<file path="config.mk">
export PLATFORM = sky130hd
export DESIGN_NAME = ram_sync
export DESIGN_NICKNAME = d
export VERILOG_FILES = /design/src/rtl/ram_pkg.sv /design/src/rtl/ram_clear_seq.sv /design/src/rtl/ram_sync.sv
export SDC_FILE = /design/constraint.sdc
export NUM_CORES = 1
export LEC_CHECK = 0
export CAP_MARGIN = 0
export CELL_PAD_IN_SITES_DETAIL_PLACEMENT = 0
export CELL_PAD_IN_SITES_GLOBAL_PLACEMENT = 1
export CORE_MARGIN = 1.5
export CORE_UTILIZATION = 46
export DETAILED_ROUTE_END_ITERATION = 8
export PLACE_DENSITY_LB_ADDON = 0.1
export SLEW_MARGIN = 30
export SYNTH_ARGS = -nofsm -noshare
export SYNTH_HDL_FRONTEND = slang
export SYNTH_SLANG_ARGS = --single-unit
</file>
<file path="constraint.sdc">
create_clock -name CLK -period 2.1 [get_ports CLK]
set_clock_uncertainty 0.15 [all_clocks]
set_input_delay 0.42 -clock CLK [delete_from_list [all_inputs] [get_ports CLK]]
set_output_delay 0.42 -clock CLK [all_outputs]
set_load 0.02 [all_outputs]
</file>
<file path="src/rtl/ram_pkg.sv">
// Shared types and helpers for the synchronous scratch RAM.
package ram_pkg;

  typedef enum logic {RAM_CLEAR, RAM_READY} ram_state_e;

  // Widest word byte_merge handles; callers widen their operands and cast the result back.
  localparam int RAM_MAX_W  = 256;
  localparam int RAM_MAX_BE = RAM_MAX_W / 8;

  function automatic logic [RAM_MAX_W-1:0] byte_merge(
    input logic [RAM_MAX_W-1:0]  old_w,
    input logic [RAM_MAX_W-1:0]  new_w,
    input logic [RAM_MAX_BE-1:0] be
  );
    logic [RAM_MAX_W-1:0] r;
    r = old_w;
    for (int i = 0; i < RAM_MAX_BE; i++)
      if (be[i]) r[8*i +: 8] = new_w[8*i +: 8];
    return r;
  endfunction

endpackage

</file>
<file path="src/rtl/ram_clear_seq.sv">
// Post-reset clear sequencer: walks every address once, then hands the array to the ports.
module ram_clear_seq
  import ram_pkg::*;
#(
  parameter int DEPTH          = 16,
  parameter int AW             = $clog2(DEPTH),
  parameter bit CLEAR_ON_RESET = 1'b1
) (
  input  logic          clk_i,
  input  logic          rst_ni,
  output logic          busy_o,
  output logic [AW-1:0] sweep_addr_o,
  output logic          sweep_we_o
);

  localparam logic [AW-1:0] LAST      = AW'(DEPTH - 1);
  localparam ram_state_e    RST_STATE = CLEAR_ON_RESET ? RAM_CLEAR : RAM_READY;

  ram_state_e    state_q, state_d;
  logic [AW-1:0] cnt_q, cnt_d;

  always_ff @(posedge clk_i or negedge rst_ni) begin
    if (!rst_ni) begin
      state_q <= RST_STATE;
      cnt_q   <= '0;
    end else begin
      state_q <= state_d;
      cnt_q   <= cnt_d;
    end
  end

  always_comb begin
    state_d    = state_q;
    cnt_d      = cnt_q;
    sweep_we_o = 1'b0;
    case (state_q)
      RAM_CLEAR: begin
        sweep_we_o = 1'b1;
        if (cnt_q == LAST) begin
          state_d = RAM_READY;
          cnt_d   = '0;
        end else begin
          cnt_d = cnt_q + AW'(1);
        end
      end
      default: ;
    endcase
  end

  assign busy_o       = (state_q == RAM_CLEAR);
  assign sweep_addr_o = cnt_q;

endmodule

</file>
<file path="src/rtl/ram_sync.sv">
// Synchronous scratch RAM: one R/W port, one read port, registered zero-when-idle outputs.
module ram_sync
  import ram_pkg::*;
#(
  parameter int               WIDTH          = 8,
  parameter int               DEPTH          = 16,
  parameter int               AW             = $clog2(DEPTH),
  parameter bit               CLEAR_ON_RESET = 1'b1,
  parameter logic [WIDTH-1:0] CLEAR_VALUE    = '0
) (
  input  logic               CLK,
  input  logic               RST_N,
  input  logic               EN0,
  input  logic               WE0,
  input  logic [WIDTH/8-1:0] BE0,
  input  logic [AW-1:0]      A0,
  input  logic [WIDTH-1:0]   Di0,
  output logic [WIDTH-1:0]   Do0,
  input  logic               EN1,
  input  logic [AW-1:0]      A1,
  output logic [WIDTH-1:0]   Do1,
  output logic               BUSY
);

  logic [WIDTH-1:0] mem [DEPTH];

  logic             busy, sweep_we;
  logic [AW-1:0]    sweep_addr;
  logic             a0_ok, a1_ok, wr0, rd0, rd1;
  logic [WIDTH-1:0] wr_word;
  logic [WIDTH-1:0] do0_q, do0_d, do1_q, do1_d;

  ram_clear_seq #(
    .DEPTH          (DEPTH),
    .AW             (AW),
    .CLEAR_ON_RESET (CLEAR_ON_RESET)
  ) u_clear (
    .clk_i        (CLK),
    .rst_ni       (RST_N),
    .busy_o       (busy),
    .sweep_addr_o (sweep_addr),
    .sweep_we_o   (sweep_we)
  );

  // Addresses past DEPTH exist only when DEPTH is not a power of two.
  if (DEPTH == (1 << AW)) begin : g_pow2
    assign a0_ok = 1'b1;
    assign a1_ok = 1'b1;
  end else begin : g_npow2
    localparam logic [AW-1:0] LIM = AW'(DEPTH);
    assign a0_ok = (A0 < LIM);
    assign a1_ok = (A1 < LIM);
  end

  assign wr0 = !busy && EN0 &&  WE0 && a0_ok;
  assign rd0 = !busy && EN0 && !WE0 && a0_ok;
  assign rd1 = !busy && EN1 && a1_ok;

  // Same merged word feeds the array and the port-1 bypass.
  assign wr_word = WIDTH'(byte_merge(RAM_MAX_W'(mem[A0]), RAM_MAX_W'(Di0), RAM_MAX_BE'(BE0)));

  always_comb begin
    do0_d = '0;
    do1_d = '0;
    if (rd0) do0_d = mem[A0];
    if (rd1) do1_d = (wr0 && (A0 == A1)) ? wr_word : mem[A1];
  end

  always_ff @(posedge CLK) begin
    if (sweep_we)
      mem[sweep_addr] <= CLEAR_VALUE;
    else if (wr0)
      mem[A0] <= wr_word;
  end

  always_ff @(posedge CLK or negedge RST_N) begin
    if (!RST_N) begin
      do0_q <= '0;
      do1_q <= '0;
    end else begin
      do0_q <= do0_d;
      do1_q <= do1_d;
    end
  end

  assign Do0  = do0_q;
  assign Do1  = do1_q;
  assign BUSY = busy;

endmodule

</file>
* Yosys cells after proc, flatten, opt, wreduce, memory -nomap -nowiden
Memories as Yosys holds them, arrays and structs flattened.
Cells that the tools add are included.
** Operators by class
- $add $sub $neg :: 1
- Eq/ne operators :: 2
- Muxes and demuxes :: 14
- Bitwise operators :: 1
- Reductions and logical operators :: 7
** Operator list (count)
- two-way mux 8 bit :: 5
- two-way mux 4 bit :: 2
- OR reduction 8 bit :: 1
- two-way mux 1 bit :: 7
- logical AND 1 bit :: 5
- adder 4 x 1 -> 4 bit, second input constant :: 1
- equality test 4 bit :: 1
- equality test 4 bit, second input constant :: 1
- zero test 1 bit :: 1
- NOT 1 bit :: 1
** Storage, ports and cells
- Register bits after elaboration :: 21
- RAM bits :: 128
- Input bits :: 22
- Output and inout port bits :: 17
- Memories kept :: 1
** Memory list
- mem :: depth 16, bits a word 8, rd ports 2, clocked after Yosys merged registers in 0, wr ports 1, RTL line ram_sync.sv:25 : logic [WIDTH-1:0] mem [DEPTH];

* Depth between registers and ports, before layout
Gate-level depths: netlist of the first run.
- Depth after elaboration :: 7
- Depth in mapped cells :: 8
- Depth with buffers taken out :: 5

* Modules after synthesis
Synthesis of the first run repeated with hierarchy kept, for this count alone.
** Second synthesis, totals
- Cells, all modules :: 422
- Area total of the unflattened synthesis :: 7099.3 um2
** Modules (own cells, without submodules)
- ram_sync :: times used 1, cells each 402, area an instance 6874.1 um2
- ram_clear_seq :: times used 1, cells each 20, area an instance 225.2 um2

* Worst setup path before layout of the first run
Ideal clock, no wire load.
- Path kind :: input-to-reg
- Start point :: in A0[2]
- End point :: mem mem[0][7] (data pin)
- Arrival time :: 2.118 ns
- Required time :: 1.623 ns
- Setup slack :: -0.495 ns
- Stages :: 8
- Buffers on the path :: 3
- Cells stage by stage :: buf_6 buf_2 buf_4 mux4_2 mux2i_1 nand3_1 o21ai_0 nor3_1
** On the way
- Longest elaborated chain between the ends :: 3
** RTL lines
- start: declaration :: RTL line ram_sync.sv:16 : input logic [AW-1:0] A0,
- memory (16 x 8 bit)
- two-way mux 8 bit :: RTL line ram_pkg.sv:18 : if (be[i]) r[8*i +: 8] = new_w[8*i +: 8];
- two-way mux 8 bit (no source line)
- end: declaration :: RTL line ram_sync.sv:25
Every way passes these cells.

==> qor.txt, run 1 <==
CTS tree = yes
nets = 583
worst endpoint data arrival time = 2.26 ns
Reg clk slew, reported paths = 0.06 ns
Synth Area in XOR/XNOR = 0.623%
vias in the first global route = 4838
Synth Area in Compound Gates = 5.07%
Simple-Gate Fraction of Synth Area = 4.09%
GRT Total Usage = 27.8%
fin crit period = 2.26 ns
CTS Hold Bufs = 0
Placement Cell Area = 8590 sq um
Fill cells = 1097
Synth Flop Type = edfxtp_1
Synth Register Bits = 149
r2r setup slk = -0.16 ns
fraction of the mapped netlist area in adder cells = 0.178%
H-Tree Depth = 4
run status = complete, but fails checks
Peak supply drop = 0.000847 V
total gr overflow = 0
setup ws final = -0.164 ns
Die Height = 127 um
Synth Net Count = 435
die area = 16000 sq um
Die X-Extent = 127 um
worst skew pair latency = 0.42 ns
Final Cycle Share = 108%
Synth area leader = edfxtp_1
Vias = 4714
Post-Synthesis Cell Area = 7030 sq um
clk sinks = 149
pre-CTS WS = -0.841 ns
Post-synth EDFFs = 128
Ant. Diodes = 0
register area share after synthesis = 62.1%
RSZ-0062 raised after global routing = true
crit path launch type = flop
DRT Pass-1 Iters = 5
final HPWL from detailed placement = 14.8 mm
most instantiated library cell after synthesis = edfxtp_1
DRT Wirelength = 21.1 mm
max_slew headroom = 64.8%
initial antenna violation count = 0
starting density of the core = 46.6%
DRC Markers = 0
post-synthesis average cell area = 17.1 sq um
clock buffer count from CTS = 17
Slew Viols, Final = 0
PwrDens = 745 nW/um^2
Routed Antenna Nets = 0
Final Power = 7.02 mW
CP Max Fanout = 16
Setup TNS = -9.10 ns
largest family of logic cells by synthesized area = multiplexers
maximum clock path buffer count = 2
failing checks = negative setup slack
Max-Cap Viols = 0
Design Area, Final = 9420 sq um
first-pass GRT wire length = 31.2 mm
critical path capture point type = flop
Final Wtd Congestion = 0.878
vias per cell = 6.20
Post-synth ARST share = 14.1%
top cells by area, synth = edfxtp_1 (55%), mux4_2 (17%), dfrtp_1 (7.5%)
hold slack = 0.208 ns
setup violators final = 96
Pleak = 3.46 nW
I/O Buffers = 38
Root Buffer = clkbuf_16
Setup CP Type = flop to flop
Worst Path Required = 2.10 ns
largest net degree at the start of global routing = 34
Max Fclk = 442 MHz
mux cell area share after synthesis = 25.1%
FP Rows = 45
Syn Inst Count = 412
share of layout cells above drive strength 1 = 48.3%
core footprint = 15100 sq um
drt wl/cell = 27.7 um
Synth top cells by count = edfxtp_1 (128), mux4_2 (52), nor2_1 (41)
P&R area growth vs syn = 34.0%
Initial DRC Count = 496
Worst-Margin Slew = 0.529 ns
# IOs = 39
Yosys cell types = 38
top-area cell type share of the netlist area = 54.7%
hold violation count in the final report = 0
Hold Crit Class = input port to asynchronous set/reset pin
Warnings, synthesis = 0
worst max-delay path, cell delays in order (launching register included):
cell      delay (ns)
edfxtp_1        0.41
mux4_2          0.47
mux2_4          0.29
a222oi_1        0.40
buf_4           0.20
nor2_4          0.07
per-stage QoR:
stage	cells	util [%]
2_1_floorplan	412	-
5_1_grt	760	62.4
6_report	760	62.4
4_1_cts	759	61.6
3_5_place_dp	721	56.9
3_3_place_gp	721	56.9
layer usage:
layer	vias up	global-route usage, %	part of all wire, %
li1	1989	-	-
met1	2437	37.0	39
met2	239	45.1	49
met3	49	4.85	7.9
met4	0	12.6	3.6
met5	-	0	0
layout make-up:
| class | count | area (sq um) | share of cell area [%] |
|---|---|---|---|
| multi-input combinational | 220 | 2690 | 28.6 |
| clock inverter | 13 | 133 | 1.41 |
| clock buffer | 18 | 429 | 4.56 |
| tap | 188 | 235 | 2.50 |
| inverter | 14 | 52.6 | 0.558 |
| sequential | 149 | 4370 | 46.4 |
| timing repair buffer | 158 | 1510 | 16.0 |
layout by cell type (no fill, tap or decap), drive strengths merged, types with 5 or more instances in the layout:
| master | count |
|---|---|
| edfxtp | 128 |
| buf | 121 |
| mux4 | 58 |
| nor2 | 41 |
| clkdlybuf4s50 | 32 |
| mux2i | 23 |
| dfrtp | 21 |
| clkbuf | 19 |
| mux2 | 18 |
| inv | 16 |
| o22ai | 12 |
| nand2 | 7 |
| a222oi | 6 |
| a221oi | 6 |
| a211oi | 6 |
| nor3 | 6 |
| xnor2 | 5 |
| clkinv | 5 |
flip-flops by register name (all words and copies together), names as in the netlist:
name                  flops
Do1                       8
u_clear.state_q           1
Do0                       8
mem                     128
u_clear.sweep_addr_o      4
cell families (layout without fill, tap and decap cells):
family	Yosys count	count (layout)
compound gates	48	48
xor+xnor	5	5
fa+ha+maj	1	1
buf+inv	43	203
flops	149	149
mux	99	99
simple gates	67	67
power by group:
group          internal [mW]  total, mW  switching [mW]
combinational          0.441      0.849           0.408
sequential              3.25       3.26          0.0127
clock                   1.73       2.91            1.18
total                   5.43       7.02            1.60
final timing paths:
path | startpoint | endpoint | depth (start not counted)
max | mem[8][0] | mem[1][0] | 5
min | RST_N | Do0[6] | 2
max reg2reg | mem[8][0] | mem[1][0] | 5
min reg2reg | u_clear.sweep_addr_o[3] | u_clear.sweep_addr_o[3] | 1
max in group asynchronous | RST_N | Do1[1] | 2
min in group CLK | A0[1] | Do0[1] | 4
timing repair:
| item | CTS | global route |
|---|---|---|
| setup buffers | 7 | 2 |
| gates cloned | 1 | 0 |
| endpoints found under the setup margin | 243 | 245 |
| gates resized for setup | 27 | 24 |
| pin swaps | 8 | 5 |
No activity file was read; power rests on OpenSTA's default activity.
==> run 2, diff against run 1 <==
--- a/config.mk
+++ b/config.mk
@@ -11,7 +11,7 @@
 export CORE_MARGIN = 1.5
 export CORE_UTILIZATION = 46
 export DETAILED_ROUTE_END_ITERATION = 8
-export PLACE_DENSITY_LB_ADDON = 0.1
+export PLACE_DENSITY = 0.79
 export SLEW_MARGIN = 30
 export SYNTH_ARGS = -nofsm -noshare
 export SYNTH_HDL_FRONTEND = slang
==> constraint.sdc (replaced) <==
create_clock -name CLK -period 2.1 [get_ports CLK]
set_clock_uncertainty 0.15 [all_clocks]
set_input_delay 0.525 -clock CLK [delete_from_list [all_inputs] [get_ports CLK]]
set_output_delay 0.525 -clock CLK [all_outputs]
set_load 0.02 [all_outputs]
==> qor.txt, run 2 (synthesis gave the netlist of run 1 again) <==
Worst Path Required = 2.13 ns
Die Height = 127 um
Hold Crit Class = input port to asynchronous set/reset pin
share of layout cells above drive strength 1 = 51.0%
RSZ-0062 raised after global routing = true
clock buffer count from CTS = 17
# IOs = 39
first-pass GRT wire length = 30.8 mm
Vias = 4842
Setup CP Type = flop to flop
fin util = 63.8%
setup violators final = 100
FP Rows = 45
setup ws final = -0.149 ns
Routed Antenna Nets = 0
H-Tree Depth = 4
reg2reg start = mem[13][5]
pre-CTS WS = -0.854 ns
vias in the first global route = 4996
DRT Pass-1 Iters = 7
vias per cell = 6.26
final HPWL from detailed placement = 14.1 mm
maximum clock path buffer count = 2
CTS tree = yes
PwrDens = 751 nW/um^2
Worst-Margin Slew = 0.490 ns
fin crit period = 2.25 ns
Fill cells = 1032
Die X-Extent = 127 um
Ant. Diodes = 0
P&R area growth vs syn = 36.9%
CP Max Fanout = 16
GRT Total Usage = 27.4%
Root Buffer = clkbuf_16
worst skew pair latency = 0.43 ns
largest net degree at the start of global routing = 22
r2r setup slk = -0.15 ns
Final Wtd Congestion = 0.911
total gr overflow = 0
crit path launch type = flop
Slew Viols, Final = 0
starting density of the core = 46.6%
failing checks = negative setup slack
RR Endpoint = mem[7][5]
nets = 596
Pleak = 3.57 nW
critical path capture point type = flop
max FFs per register = 128
Max-Cap Viols = 0
DRC Markers = 0
leading cell type in the layout, fill and taps excluded = edfxtp_1
initial antenna violation count = 0
core footprint = 15100 sq um
DRT Wirelength = 21.0 mm
Design Area, Final = 9620 sq um
most frequent cells in the layout = edfxtp_1 (128), buf_4 (105), mux4_2 (58)
Placement Cell Area = 8570 sq um
run status = complete, but fails checks
Peak supply drop = 0.000570 V
r2r worst-path depth = 6
Reg clk slew, reported paths = 0.06 ns
I/O Buffers = 38
Initial DRC Count = 535
max_slew headroom = 67.2%
Final Cycle Share = 107%
Max Fclk = 445 MHz
die area = 16000 sq um
worst endpoint data arrival time = 2.28 ns
clk sinks = 149
hold violation count in the final report = 0
Biggest register = mem
drt wl/cell = 27.2 um
-- run 2: through the flow --
stage,power (mW),cells,hold WS [ns],TNS (ns)
after floorplan,3.76,412,0.0794,-44.98
after global placement,4.07,721,0.445,-175.05
after detailed placement,4.09,721,0.457,-179.29
after CTS,7.20,770,0.304,-8.89
after global routing,7.40,774,0.334,-17.32
final,7.22,774,0.305,-8.96
-- run 2: cell type report --
cell class | instances | area (sq um) | area share [%]
Clock buffer | 20 | 437 | 4.54
Clock inverter | 12 | 158 | 1.64
Inverter | 14 | 52.6 | 0.546
Multi-Input combinational cell | 221 | 2760 | 28.7
Sequential cell | 149 | 4370 | 45.4
Tap cell | 188 | 235 | 2.44
Timing Repair Buffer | 170 | 1610 | 16.7
-- run 2: worst max path at each step --
stage / cells after the start / to / startpoint / slack (ns)
after floorplan: 6 / mem[0][2] / A0[2] / -0.37
after global placement: 9 / mem[7][4] / A0[3] / -0.80
after detailed placement: 9 / mem[3][5] / A0[3] / -0.85
after CTS: 5 / mem[6][0] / mem[13][0] / -0.14
after global routing: 5 / mem[0][0] / mem[13][0] / -0.18
final: 6 / mem[7][5] / mem[13][5] / -0.15
-- run 2: worst max-delay path, cell delays in order, from the launching register on --
cell	delay, ns
edfxtp_1	0.40
mux4_2	0.49
mux2_4	0.28
a222oi_1	0.31
buf_4	0.19
nor2_4	0.04
buf_12	0.13
-- run 2: power by group --
part | leakage, nW | switching [mW] | internal (mW)
logic | 1.83 | 0.426 | 0.463
clock network | 0.280 | 1.20 | 1.87
registers | 1.46 | 0.0132 | 3.25
-- run 2: layer usage --
metal	up-vias	share of wire (%)	global-route usage (%)
met5	-	0	0
met4	0	4.9	15.1
met3	81	8.3	6.37
met2	298	50	46.2
met1	2442	37	32.9
li1	2021	-	-
-- run 2: repair_timing --
action / in CTS / in global routing
buffers inserted: 16 / 10
gates cloned: 3 / 1
hold buffers: 0 / 0
endpoints found under the setup margin: 244 / 229
pin swaps: 14 / 13
gates resized for setup: 51 / 27
==> run 3, diff against run 2 <==
--- a/config.mk
+++ b/config.mk
@@ -12,6 +12,7 @@
 export CORE_UTILIZATION = 46
 export DETAILED_ROUTE_END_ITERATION = 8
 export PLACE_DENSITY = 0.79
+export SKIP_LAST_GASP = 1
 export SLEW_MARGIN = 30
 export SYNTH_ARGS = -nofsm -noshare
 export SYNTH_HDL_FRONTEND = slang
==> qor.txt, run 3 (synthesis gave the netlist of run 1 again) <==
run status = complete, but fails checks
failing checks = negative setup slack
Storage cell area = 4370 sq um
Biggest register = mem
Initial DRC Count = 558
leading cell type in the layout, fill and taps excluded = edfxtp_1
fin crit period = 2.29 ns
total gr overflow = 0
clk sinks = 149
Fill cells = 1001
nets = 611
Pleak = 3.66 nW
drt wl/cell = 27.9 um
FP Rows = 45
crit path launch type = flop
first-pass GRT wire length = 30.7 mm
PwrDens = 743 nW/um^2
worst path cell trace = mux4_2 -> mux2_4 -> a222oi_1 -> nor2_2 -> buf_6
Peak supply drop = 0.000565 V
setup ws final = -0.186 ns
I/O Buffers = 38
initial antenna violation count = 0
H-Tree Depth = 4
DRT Wirelength = 22.0 mm
setup violators final = 146
max FFs per register = 128
GRT Total Usage = 27.4%
final HPWL from detailed placement = 14.1 mm
Setup CP Type = flop to flop
Final Cycle Share = 109%
Final Wtd Congestion = 0.911
share of layout cells above drive strength 1 = 51.7%
DRT Pass-1 Iters = 5
P&R area growth vs syn = 38.9%
CTS Hold Bufs = 0
worst endpoint data arrival time = 2.32 ns
Multi-input gate area = 2790 sq um
Slew Viols, Final = 0
Die Height = 127 um
Hold Crit Class = input port to asynchronous set/reset pin
max_slew headroom = 66.8%
CP peak stage delay = 0.49 ns
largest net degree at the start of global routing = 22
RSZ-0062 raised after global routing = true
Worst Path Required = 2.14 ns
pre-CTS WS = -0.854 ns
critical path's slowest cell = mux4_2
Max Fclk = 437 MHz
core footprint = 15100 sq um
maximum clock path buffer count = 2
starting density of the core = 46.6%
Vias = 4988
Routed Antenna Nets = 0
Ant. Diodes = 0
vias in the first global route = 4963
Die X-Extent = 127 um
Setup TNS = -17.27 ns
vias per cell = 6.32
CP bufs+invs = 1
Worst-Margin Slew = 0.497 ns
DRC Markers = 0
CP Max Fanout = 5
most frequent cells in the layout = edfxtp_1 (128), buf_4 (119), mux4_2 (58)
CTS tree = yes
die area = 16000 sq um
reg2reg start = mem[9][0]
Max-Cap Viols = 0
Root Buffer = clkbuf_16
CP startpoint = mem[9][0]
worst skew pair latency = 0.43 ns
critical path capture point type = flop
CP delay by family, top = multiplexers
# IOs = 39
clock buffer count from CTS = 17
Reg clk slew, reported paths = 0.06 ns
hold violation count in the final report = 0
## run 3: worst register-to-register path, cell delays in order (launching register included)
cell      delay [ns]
edfxtp_1        0.42
mux4_2          0.49
mux2_4          0.29
a222oi_1        0.39
nor2_2          0.14
buf_6           0.16
## run 3: where the power goes
part	total (mW)	internal [mW]	switching, mW
clock	3.08	1.87	1.21
sequential	3.26	3.25	0.0138
combinational	0.908	0.471	0.437
## run 3: final timing paths
kind                                      endpoint  slack [ns]  depth (start not counted)
setup / recovery                         mem[6][0]       -0.19                          5
hold / removal             u_clear.sweep_addr_o[0]        0.30                          2
setup reg to reg                         mem[6][0]       -0.19                          5
hold reg to reg            u_clear.sweep_addr_o[2]        0.47                          1
max in group asynchronous                   Do1[4]        1.25                          2
min in group CLK                            Do0[2]        0.39                          4
## run 3: layout make-up
class / instances / share of cell area [%]
clock buffer: 20 / 4.47
inverter: 14 / 0.564
sequential: 149 / 44.7
tap: 188 / 2.41
clock inverter: 12 / 1.61
multi-input combinational: 222 / 28.5
timing repair buffer: 184 / 17.6
## run 3: repair_timing
item | 4_1_cts | 5_1_grt
setup endpoints to repair | 244 | 261
gates resized for setup | 27 | 48
cloned | 3 | 2
buffers inserted | 16 | 20
pin swaps | 12 | 12
## run 3: per-layer routing
| metal | part of all wire, % | global-route usage [%] |
|---|---|---|
| met1 | 36 | 33.5 |
| met2 | 50 | 46.7 |
| met3 | 9.1 | 5.48 |
| met4 | 4.6 | 13.8 |
| met5 | 0 | 0 |
## run 3: through the flow
stage                     power [mW]  util [%]  hold WS, ns  cell area [sq um]  instances
after floorplan                 3.76         -       0.0794               7230        412
after CTS                       7.19      62.5        0.304               9420        770
after detailed placement        4.09      56.8        0.457               8570        721
after global placement          4.07      56.8        0.445               8570        721
after global routing            7.43      64.7        0.335               9760        789
final                           7.25      64.7        0.302               9760        789
